`config.mk`:
```
export PLATFORM = sky130hd
export DESIGN_NAME = acc_block_dump_flat
export DESIGN_NICKNAME = d
export VERILOG_FILES = /design/src/rtl/acc_block_dump_if.sv /design/src/rtl/acc_block_dump.sv /design/src/flat_wrapper.sv
export SDC_FILE = /design/constraint.sdc
export NUM_CORES = 1
export LEC_CHECK = 0
export ABC_AREA = 1
export CAP_MARGIN = 20
export CORE_UTILIZATION = 55
export DETAILED_ROUTE_END_ITERATION = 10
export GPL_TIMING_DRIVEN = 0
export PLACE_DENSITY_LB_ADDON = 0.15
export SLEW_MARGIN = 0
export SYNTH_ARGS = -nofsm -noshare
export SYNTH_HDL_FRONTEND = slang
export SYNTH_SLANG_ARGS = --single-unit
```
`constraint.sdc`:
```
create_clock -name clk -period 3.96 [get_ports clk]
set_clock_uncertainty 0.2 [all_clocks]
set_input_delay 0.594 -clock clk [delete_from_list [all_inputs] [get_ports clk]]
set_output_delay 0.594 -clock clk [all_outputs]
set_load 0.02 [all_outputs]
```
`src/rtl/acc_block_dump_if.sv`:
```
// Sample-in / block-sum-out handshake bundle for acc_block_dump.
// out_avg exists only when ACC_BLOCK_DUMP_AVG_EN is defined.
interface acc_block_dump_if #(
   parameter int unsigned DW = 8,
   parameter int unsigned N  = 4
);
   localparam int unsigned OW = DW + $clog2(N);

   logic          in_valid;
   logic          in_ready;
   logic [DW-1:0] in_data;
   logic          out_valid;
   logic          out_ready;
   logic [OW-1:0] out_sum;
`ifdef ACC_BLOCK_DUMP_AVG_EN
   logic [DW-1:0] out_avg;

   modport master (
      output in_valid, in_data, out_ready,
      input  in_ready, out_valid, out_sum, out_avg
   );
   modport slave (
      input  in_valid, in_data, out_ready,
      output in_ready, out_valid, out_sum, out_avg
   );
`else
   modport master (
      output in_valid, in_data, out_ready,
      input  in_ready, out_valid, out_sum
   );
   modport slave (
      input  in_valid, in_data, out_ready,
      output in_ready, out_valid, out_sum
   );
`endif
endinterface

```
`src/rtl/acc_block_dump.sv`:
```
// Integrate-and-dump: sums N accepted samples per block into a 1-deep output register.
// Defining ACC_BLOCK_DUMP_AVG_EN adds out_avg = block sum >> log2(N) (N must be a power of 2).
module acc_block_dump #(
   parameter int unsigned DW = 8,
   parameter int unsigned N  = 4
) (
   input logic             clk,
   input logic             rst,
   acc_block_dump_if.slave bus
);
   localparam int unsigned   CW      = $clog2(N);
   localparam int unsigned   OW      = DW + CW;
   localparam logic [CW-1:0] CntLast = CW'(N - 1);

   if (N < 2) begin : g_n_min
      $error("acc_block_dump: N must be >= 2");
   end

   logic [OW-1:0] acc_q;
   logic [OW-1:0] out_sum_q;
   logic [OW-1:0] blk_sum;
   logic [CW-1:0] cnt_q;
   logic          out_valid_q;
   logic          last;
   logic          accept;
   logic          pop;

   assign last    = (cnt_q == CntLast);
   assign blk_sum = acc_q + OW'(bus.in_data);

   // Stall only when the completing sample would overwrite an unconsumed sum.
   assign bus.in_ready = !last || !out_valid_q || bus.out_ready;
   assign accept       = bus.in_valid && bus.in_ready;
   assign pop          = out_valid_q && bus.out_ready;

   assign bus.out_valid = out_valid_q;
   assign bus.out_sum   = out_sum_q;

`ifdef ACC_BLOCK_DUMP_AVG_EN
   if (N != (1 << CW)) begin : g_n_pow2
      $error("acc_block_dump: N must be a power of 2 when out_avg is enabled");
   end

   logic [DW-1:0] out_avg_q;
   assign bus.out_avg = out_avg_q;
`endif

   always_ff @(posedge clk) begin
      if (rst) begin
         acc_q       <= '0;
         cnt_q       <= '0;
         out_valid_q <= 1'b0;
         out_sum_q   <= '0;
`ifdef ACC_BLOCK_DUMP_AVG_EN
         out_avg_q   <= '0;
`endif
      end else begin
         if (pop) begin
            out_valid_q <= 1'b0;
         end
         // A completing block overrides the pop clear, so there is no valid gap.
         if (accept) begin
            if (last) begin
               acc_q       <= '0;
               cnt_q       <= '0;
               out_sum_q   <= blk_sum;
               out_valid_q <= 1'b1;
`ifdef ACC_BLOCK_DUMP_AVG_EN
               out_avg_q   <= DW'(blk_sum >> CW);
`endif
            end else begin
               acc_q <= blk_sum;
               cnt_q <= cnt_q + CW'(1);
            end
         end
      end
   end
endmodule
```
`src/flat_wrapper.sv`:
```
// flat-port wrapper written by rule: the top's interface ports become plain ports
module acc_block_dump_flat 
#(
   parameter int unsigned DW = 8,
   parameter int unsigned N  = 4
)
  (clk, rst, bus_in_valid, bus_in_data, bus_out_ready, bus_in_ready, bus_out_valid, bus_out_sum);
  acc_block_dump_if #(.DW(DW), .N(N)) bus_i ();
  input logic clk;
  input logic rst;
  input wire logic [$bits(bus_i.in_valid)-1:0] bus_in_valid;
  input wire logic [$bits(bus_i.in_data)-1:0] bus_in_data;
  input wire logic [$bits(bus_i.out_ready)-1:0] bus_out_ready;
  output wire logic [$bits(bus_i.in_ready)-1:0] bus_in_ready;
  output wire logic [$bits(bus_i.out_valid)-1:0] bus_out_valid;
  output wire logic [$bits(bus_i.out_sum)-1:0] bus_out_sum;
  assign bus_i.in_valid = bus_in_valid;
  assign bus_i.in_data = bus_in_data;
  assign bus_i.out_ready = bus_out_ready;
  assign bus_in_ready = bus_i.in_ready;
  assign bus_out_valid = bus_i.out_valid;
  assign bus_out_sum = bus_i.out_sum;
  acc_block_dump #(.DW(DW), .N(N)) u_core (.clk(clk), .rst(rst), .bus(bus_i));
endmodule
```
==> run summary <==
synth warn = 0
synth top area cells = dfxtp_1 35%, nand2_1 18%, ha_1 8.6%
final wirelength = 2.76 mm
post-synth cell types = 25
Synth async-reset ratio = 0%
initial core utilization = 58.9%
Tcrit/Tclk final = 65.3%
via-per-instance ratio = 5.23
# fillers = 194
status = finished, final reports clean
Top FF cell, synth = dfxtp_1
crit-path most repeated cell = clkdlybuf4s50_1
first-pass GRT wire length = 4.79 mm
Top-Level Pins = 24
IO Port Bufs = 23
Seq/Total Area, Yosys = 35.4%
total setup buffers inserted after CTS = 0
slowest CP cell = clkdlybuf4s50_1
worst skew pair latency = 310 ps
drt first pass iters = 4
share of post-route cells with drive strength above 1 = 6.54%
RD Place Congestion = 0.887
Peak VDD IR = 0.000223 V
final total negative setup slack = 0 ps
clock tree buffer depth = 2
worst hold path class = reg -> reg
vias = 1,266
Hold Startpoint = u_core.acc_q[7]
area of the mapped netlist = 1300 um2
RSZ-0062 raised after global routing = false
Required @ worst endpoint = 3170 ps
Pins Over Slew Limit = 0
final setup vio count = 0
Post-synth EDFFs = 0
Worst Setup End Kind = primary output
fin crit period = 2590 ps
cell chain of the critical path = clkdlybuf4s50_1 -> nor2_2 -> nand2_2 -> clkdlybuf4s50_1
Layout area overhead = 22.5%
global route overflow = 0
Crit. Startpoint = bus_out_ready
PD cells = 316 nW/um2
clock-pin slew on the worst setup and hold paths = 130 ps
Multi-input gate area = 724 um2
Final Hold Fails = 0
Routed Antenna Nets = 0
H-tree depth = 1
root buf cell = clkbuf_4
register bit count reported by yosys = 23
Die Span Y = 50.7 um
leakage = 0.000778 uW
CTS tree = done
Peak Freq = 387 MHz
placed instance area = 1570 um2
crit path DAT = 1790 ps
max_cap viols = 0
# clock sinks = 23
Rows = 17
GRT Util Overall = 24.5%
HPWL Detailed = 2.15 mm
slew of the pin with the lowest slew margin = 471 ps
Chip Width = 50.7 um
r2r startpoint = u_core.acc_q[0]
Mapped Nets = 209
Crit Path Max Fanout = 2
DR iter-0 viols = 30
# nets final = 237
critical path class = in -> out
drt drc = 0
PostCTS Resize Cnt = 0
final antenna diode count = 0
Synth top area share = 35.4%
hold buffers post-CTS = 0
Design Area, Final = 1600 um2
vias in the first global route = 1,133
Slew headroom = 68.6%
area occupied by registers = 460 um2
initial antenna violation count = 0
largest net degree at the start of global routing = 14
CTS Buf Count = 3
Mean Syn Cell Area = 6.97 um2
Worst Setup Start Kind = primary input
most common library cells after synthesis = 62 x nand2_1, 23 x dfxtp_1, 23 x inv_1
die area = 2570 um2
average wire per standard cell = 11.4 um
delay of the slowest critical-path stage = 600 ps
family with the most delay on the worst path = buffers and inverters
count leader, synth = nand2_1
Crit path buffers/inverters = 2
Synth Instances = 187
core area = 2210 um2
cell taking the most area after synthesis = dfxtp_1
==> worst paths after layout <==
path         slack [ps]  cells after the start                    end
max reg2reg        1840                     11  u_core.bus.out_sum[6]
min reg2reg         280                      2        u_core.acc_q[7]
max                1370                      4           bus_in_ready
min                 280                      2        u_core.acc_q[7]
==> area by class of cell <==
cell class                      instances  share of cell area, %
Timing Repair Buffer                   23                   14.4
Inverter                               26                   6.12
Sequential cell                        23                   28.9
Buffer                                  3                   1.25
Multi-Input combinational cell        135                   45.4
Tap cell                               28                   2.20
Clock inverter                          1                  0.314
Clock buffer                            3                   1.41
==> report_power, final <==
| part | internal, uW | switching (uW) | total, uW |
|---|---|---|---|
| clock network | 37.7 | 70.5 | 108 |
| registers | 246 | 8.94 | 255 |
| logic | 59.9 | 81.3 | 141 |
| total | 344 | 161 | 504 |
==> state kept, by name, summed over array words and instances (netlist names) <==
signal,cells
u_core.acc_q,10
u_core.bus.out_sum,10
u_core.cnt_q,2
u_core.bus.out_valid,1
==> stage by stage <==
| stage | hold slack, ps | cells | setup slack, ps | util [%] | total power (uW) |
|---|---|---|---|---|---|
| after CTS | 284 | 242 | 1370 | 72.1 | 512 |
| after global placement | 257 | 238 | 1210 | 70.9 | 396 |
| after floorplan | 240 | 187 | 1820 | - | 358 |
| final | 280 | 242 | 1370 | 72.1 | 504 |
| after detailed placement | 264 | 238 | 1140 | 70.9 | 401 |
| after global routing | 303 | 242 | 1270 | 72.1 | 542 |
==> worst register-to-register path, delay by kind of cell (launching register included) <==
| family | cells | cell delay, ps |
|---|---|---|
| buffers and inverters | 2 | 120 |
| AOI/OAI and AO/OA | 1 | 140 |
| and+or+nand+nor | 6 | 650 |
| adders and majority gates | 2 | 600 |
| DFF | 1 | 360 |
==> layout by cell type (no fill, tap or decap), drive strengths merged <==
cell type      count
a211oi             1
nand4              1
inv               25
fa                 1
dfxtp             23
nand3b             2
o21a               7
nand2             65
a21boi             1
xnor2              1
xor2               2
a21oi             17
ha                 9
nor2               9
clkinv             2
clkdlybuf4s50     23
o21ai              7
or2                1
nand3             11
buf                2
clkbuf             4
==> layer usage <==
metal  part of all wire (%)  track usage (%)
met3                    4.2             3.33
met4                    2.4             11.6
met2                     48             40.9
met5                      0                0
met1                     46             31.0
==> cells by family after synthesis <==
logic type | share of synthesized area, %
AND/OR/NAND/NOR | 29.0
adder cells (fa/ha/maj) | 10.2
buffers and inverters | 9.03
AO/OA/AOI/OAI | 14.4
XOR/XNOR | 2.02
flip-flops | 35.4
Note: power is estimated with default switching activity, not from simulation.
